File: src/rtl/paddle_ctrl.sv
// Paddle position controller: single step on a button press, auto-repeat after a hold delay.
// Optional build macro PADDLE_ACCEL_EN doubles the repeat step after ACCEL_FRAMES repeat steps.
module paddle_ctrl #(
   parameter int SCREEN_H     = 480,
   parameter int PADDLE_H     = 64,
   parameter int STEP         = 4,
   parameter int REPEAT_DELAY = 15,
   parameter int ACCEL_FRAMES = 8
) (
   input  logic       clk,
   input  logic       reset,
   input  logic       up_q,
   input  logic       up_tick,
   input  logic       down_q,
   input  logic       down_tick,
   input  logic       frame_tick,
   output logic [9:0] paddle_y,
   output logic       moving,
   output logic       at_top,
   output logic       at_bottom,
   output logic [1:0] fsm_state
);

   localparam logic [10:0] YMAX      = 11'(SCREEN_H - PADDLE_H);
   localparam logic [9:0]  Y_RESET   = 10'((SCREEN_H - PADDLE_H) / 2);
   localparam logic [5:0]  HOLD_LAST = 6'(REPEAT_DELAY - 1);

   // fsm_state encoding: 0 = IDLE, 1 = HOLD, 2 = REPEAT
   localparam logic [1:0] S_IDLE   = 2'd0;
   localparam logic [1:0] S_HOLD   = 2'd1;
   localparam logic [1:0] S_REPEAT = 2'd2;

   if (REPEAT_DELAY < 1 || REPEAT_DELAY > 64 || ACCEL_FRAMES < 1 || STEP < 1) begin : g_param_check
      $error("paddle_ctrl: parameter out of range");
   end

   logic [1:0]  state;
   logic        dir;
   logic [5:0]  hold_cnt;
   logic        latched_q;
   logic        opposite_q;
   logic        step_dir;
   logic [10:0] step_amt;
   logic [10:0] y_ext;
   logic [10:0] y_sum;
   logic [10:0] y_diff;
   logic [9:0]  stepped_y;

   assign latched_q  = dir ? down_q : up_q;
   assign opposite_q = dir ? up_q : down_q;

`ifdef PADDLE_ACCEL_EN
   localparam int ACW = $clog2(ACCEL_FRAMES + 1);
   localparam logic [ACW-1:0] ACCEL_LAST = ACW'(ACCEL_FRAMES);

   logic [ACW-1:0] accel_cnt;

   assign step_amt = (state == S_REPEAT && accel_cnt >= ACCEL_LAST) ? 11'(2 * STEP) : 11'(STEP);

   // Counts repeat steps within one REPEAT episode; any return to IDLE restarts it.
   always_ff @(posedge clk or negedge reset) begin
      if (!reset) begin
         accel_cnt <= '0;
      end else if (state != S_REPEAT) begin
         accel_cnt <= '0;
      end else if (frame_tick && latched_q && !opposite_q && accel_cnt != ACCEL_LAST) begin
         accel_cnt <= accel_cnt + 1'b1;
      end
   end
`else
   assign step_amt = 11'(STEP);
`endif

   // Saturating step; the IDLE press step takes its direction from the tick itself.
   always_comb begin
      step_dir  = (state == S_IDLE) ? down_tick : dir;
      y_ext     = {1'b0, paddle_y};
      y_sum     = y_ext + step_amt;
      y_diff    = y_ext - step_amt;
      stepped_y = paddle_y;
      if (step_dir) begin
         stepped_y = (y_sum > YMAX) ? YMAX[9:0] : y_sum[9:0];
      end else begin
         stepped_y = (y_ext < step_amt) ? 10'd0 : y_diff[9:0];
      end
   end

   always_ff @(posedge clk or negedge reset) begin
      if (!reset) begin
         state    <= S_IDLE;
         dir      <= 1'b0;
         hold_cnt <= '0;
         paddle_y <= Y_RESET;
      end else begin
         case (state)
            S_IDLE: begin
               if (up_tick ^ down_tick) begin
                  dir      <= down_tick;
                  paddle_y <= stepped_y;
                  hold_cnt <= '0;
                  state    <= S_HOLD;
               end
            end
            S_HOLD: begin
               if (!latched_q || opposite_q) begin
                  state <= S_IDLE;
               end else if (frame_tick) begin
                  if (hold_cnt == HOLD_LAST) begin
                     state <= S_REPEAT;
                  end else if (hold_cnt != 6'h3f) begin
                     hold_cnt <= hold_cnt + 6'd1;
                  end
               end
            end
            S_REPEAT: begin
               if (!latched_q || opposite_q) begin
                  state <= S_IDLE;
               end else if (frame_tick) begin
                  paddle_y <= stepped_y;
               end
            end
            default: state <= S_IDLE;
         endcase
      end
   end

   assign moving    = (state == S_REPEAT);
   assign at_top    = (paddle_y == 10'd0);
   assign at_bottom = (paddle_y == YMAX[9:0]);
   assign fsm_state = state;

endmodule

File: config.mk
export PLATFORM = sky130hd
export DESIGN_NAME = paddle_ctrl
export DESIGN_NICKNAME = d
export VERILOG_FILES = /design/src/rtl/paddle_ctrl.sv
export SDC_FILE = /design/constraint.sdc
export NUM_CORES = 1
export LEC_CHECK = 0
export ABC_CLOCK_PERIOD_IN_PS = 2350
export CORE_ASPECT_RATIO = 2
export CORE_UTILIZATION = 42
export CTS_BUF_LIST = sky130_fd_sc_hd__clkbuf_4 sky130_fd_sc_hd__clkbuf_8
export CTS_CLUSTER_SIZE = 12
export DETAILED_ROUTE_END_ITERATION = 12
export DONT_BUFFER_PORTS = 1
export MAX_ROUTING_LAYER = met4
export PLACE_DENSITY = 0.63
export SYNTH_ARGS = -nofsm -noshare
export SYNTH_HDL_FRONTEND = slang
export SYNTH_SLANG_ARGS = --single-unit
File: constraint.sdc
create_clock -name clk -period 2.35 [get_ports clk]
set_input_delay 0.47 -clock clk [delete_from_list [all_inputs] [get_ports clk]]
set_output_delay 0.47 -clock clk [all_outputs]
set_load 0.005 [all_outputs]
==> impl_results.md <==
* Status: finished with violations
* Failing checks: design-rule violations
* Fin crit period at 2260 ps
* Drt pass-1 iters at 8
* Diodes inserted at 0
* Synth warn at 0
* Slew of the pin with the lowest slew margin at 790 ps
* Commonest cells post-synth: dfrtp_1 (14), nand2_1 (13), nor2_1 (13)
* WP data required at 2440 ps
* Sequential area share after synthesis at 0.294
* Max_cap viols at 0
* Die Y at 85.4 um
* Clock tree buffer depth at 2
* Fillers at 322
* Residual DRC count at 3
* WHS at 52.3 ps
* DIE AREA at 3730 sq um
* Synth Register Bits at 17
* Multi-input gate area at 953 sq um
* CP endpoint kind: flop
* Post-synth top area cell: dfrtp_1
* Clock Latency Late Sink at 250 ps
* Initial antenna violation count at 0
* Share of layout cells above drive strength 1 at 0.202
* Min-delay worst type: input pin to async pin
* Slew headroom at 0.471
* Register area at 430 sq um
* Final Util at 0.471
* Gpl congestion at 0.806
* Critical Path Source: paddle_y[3]
* Endpoints failing hold at 0
* Max rail drop VDD at 0.546 mV
* Drt initial violations at 26
* Congestion Overflow GR at 0
* Total power at 1.74 mW
* Static leakage at 0.599 nW
* # rows at 30
* CP Max Fanout at 4
* Detail-routed net length per standard cell at 17.8 um
* Final Max Slew Viols at 0
* Post-DRT Antenna Nets at 0
* Final instance area at 1570 sq um
* DP Area at 1480 sq um
* Cell Area, Synth at 1460 sq um
* Hpwl dp at 2750 um
* Post-synth EDFFs at 0
* Cts bufs inserted at 3
* Final wirelength at 3640 um
* Top cells by area, synth: dfrtp_1 (24%), dfstp_2 (5.4%), ha_1 (4.3%), o21ai_0 (3.8%), nand2_1 (3.3%)
* Tcrit/Tclk final at 0.963
* Vias in the first global route at 1347
* Main synth FF type: dfrtp_1
* Worst setup SP type: flop
* Worst Clk Skew at 4.64 ps
* First-pass GRT wire length at 5960 um
* CTS root buffer: clkbuf_8
* Total track usage at 0.215
* Starting Density at 0.437
* R2R Path Start: paddle_y[3]
* Clock transition at path regs at 70 ps
* Nets at 186
* DR vias/cell at 6.46
* Worst Path Arrival at 2360 ps
* # IOs at 22
* Area Growth Syn to Fin at 7.80%
* Pwr dens at 1110 nW/um^2
* CTS tree: done
* Crit Path Class: flop to flop
* Max H-tree Level at 1
* Die width at 43.7 um
* Area share of the largest cell type after synthesis at 0.240
* Syn Inst Count at 169
* Final Setup Violations at 0
* Synth cell types at 57
* Max frequency at 442 MHz
* Syn Area/Cell at 8.63 sq um
* PortBufs at 0
* CTS sink count at 17
* Placeable Area at 3340 sq um
* Most numerous cell in the Yosys netlist: dfrtp_1
* Largest net degree at the start of global routing at 17
* Fraction of registers with async set/reset at 1.00
* DR vias at 1325
[kinds of logic after synthesis]
logic type	count (synthesis)	synth area share
DFF	17	0.294
buffers and inverters	17	0.0669
other	1	0.00257
AOI/OAI and AO/OA	56	0.283
xor gates and xnor gates	2	0.0120
and+or+nand+nor	70	0.291
adders and majority gates	5	0.0429
muxes	1	0.00772
[metrics by stage]
step           TNS, ps  setup WS [ps]  cells
2_1_floorplan        0            298    170
3_3_place_gp         0            119    198
3_5_place_dp         0            101    198
4_1_cts              0           93.1    203
5_1_grt          -3.00          -3.00    205
6_report             0           87.8    205
[worst max-delay path, cell delays in order (launching register included)]
cell and delay [ps]:
dfrtp_2 420, inv_1 80, ha_2 210, or4b_4 520, nor4_4 390, nor2_2 120
a211oi_2 230, o221ai_1 140
[cells in the final DEF (no fill, tap or decap), types with 2 or more instances in the layout]
master / netlist / routed
nor2_2: 1 / 2
or3_1: 4 / 4
nand2_1: 13 / 13
xnor2_1: 2 / 2
inv_1: 6 / 5
conb_1: 1 / 2
buf_4: 4 / 9
ha_1: 5 / 4
o21ai_0: 11 / 11
a21oi_1: 9 / 9
or2_1: 2 / 2
a211oi_1: 3 / 2
clkbuf_8: 0 / 3
nor3b_1: 2 / 2
o21ai_1: 2 / 2
a31oi_1: 3 / 3
o22ai_1: 2 / 2
or3_4: 2 / 2
nand3_1: 7 / 7
o31ai_1: 4 / 4
nor2_1: 13 / 12
and3_1: 2 / 2
nand2b_1: 5 / 5
and2b_1: 2 / 2
o21a_1: 3 / 3
o221ai_1: 4 / 4
a22o_1: 2 / 2
or4_1: 4 / 4
nor2b_1: 3 / 3
dfrtp_1: 14 / 13
dfstp_2: 3 / 3
[sequential cells by signal (all words and copies together) (netlist names)]
name,cells
hold_cnt,6
fsm_state,2
dir,1
paddle_y,8
[worst paths after layout]
check	endpoint	slack, ps	cells after the start
min in group clk	dir	320	1
worst max-delay path	paddle_y[5]	90	7
worst max register to register	paddle_y[5]	90	7
max in group asynchronous	paddle_y[3]	1180	1
worst min-delay path	paddle_y[4]	50	0
worst min register to register	hold_cnt[0]	550	2
[power by group]
group,total (mW),internal (mW),switching [mW]
clock network,0.232,0.132,0.101
registers,0.596,0.402,0.194
logic,0.909,0.407,0.502
[routing by layer]
layer	share of wire	up-vias	wire length (um)	GRT usage
li1	-	633	-	-
met1	0.36	654	1290	0.194
met2	0.59	32	2130	0.406
met3	0.033	6	122	0.0234
met4	0.026	0	93	0.114
met5	0	-	0	-
[what timing repair did]
| item | in CTS | in global routing |
|---|---|---|
| buffers inserted | 0 | 2 |
| endpoints found under the hold margin | 14 | 0 |
| resized for setup | 0 | 6 |
| hold buffers | 1 | 0 |
| setup endpoints to repair | 0 | 3 |
[layout make-up]
| type | count | share of cell area |
|---|---|---|
| Multi-Input combinational cell | 136 | 0.606 |
| Sequential cell | 17 | 0.274 |
| Timing Repair Buffer | 10 | 0.0493 |
| Clock buffer | 4 | 0.0310 |
| Tap cell | 32 | 0.0255 |
| Inverter | 6 | 0.0143 |
Power figures use the tool's default switching activity.
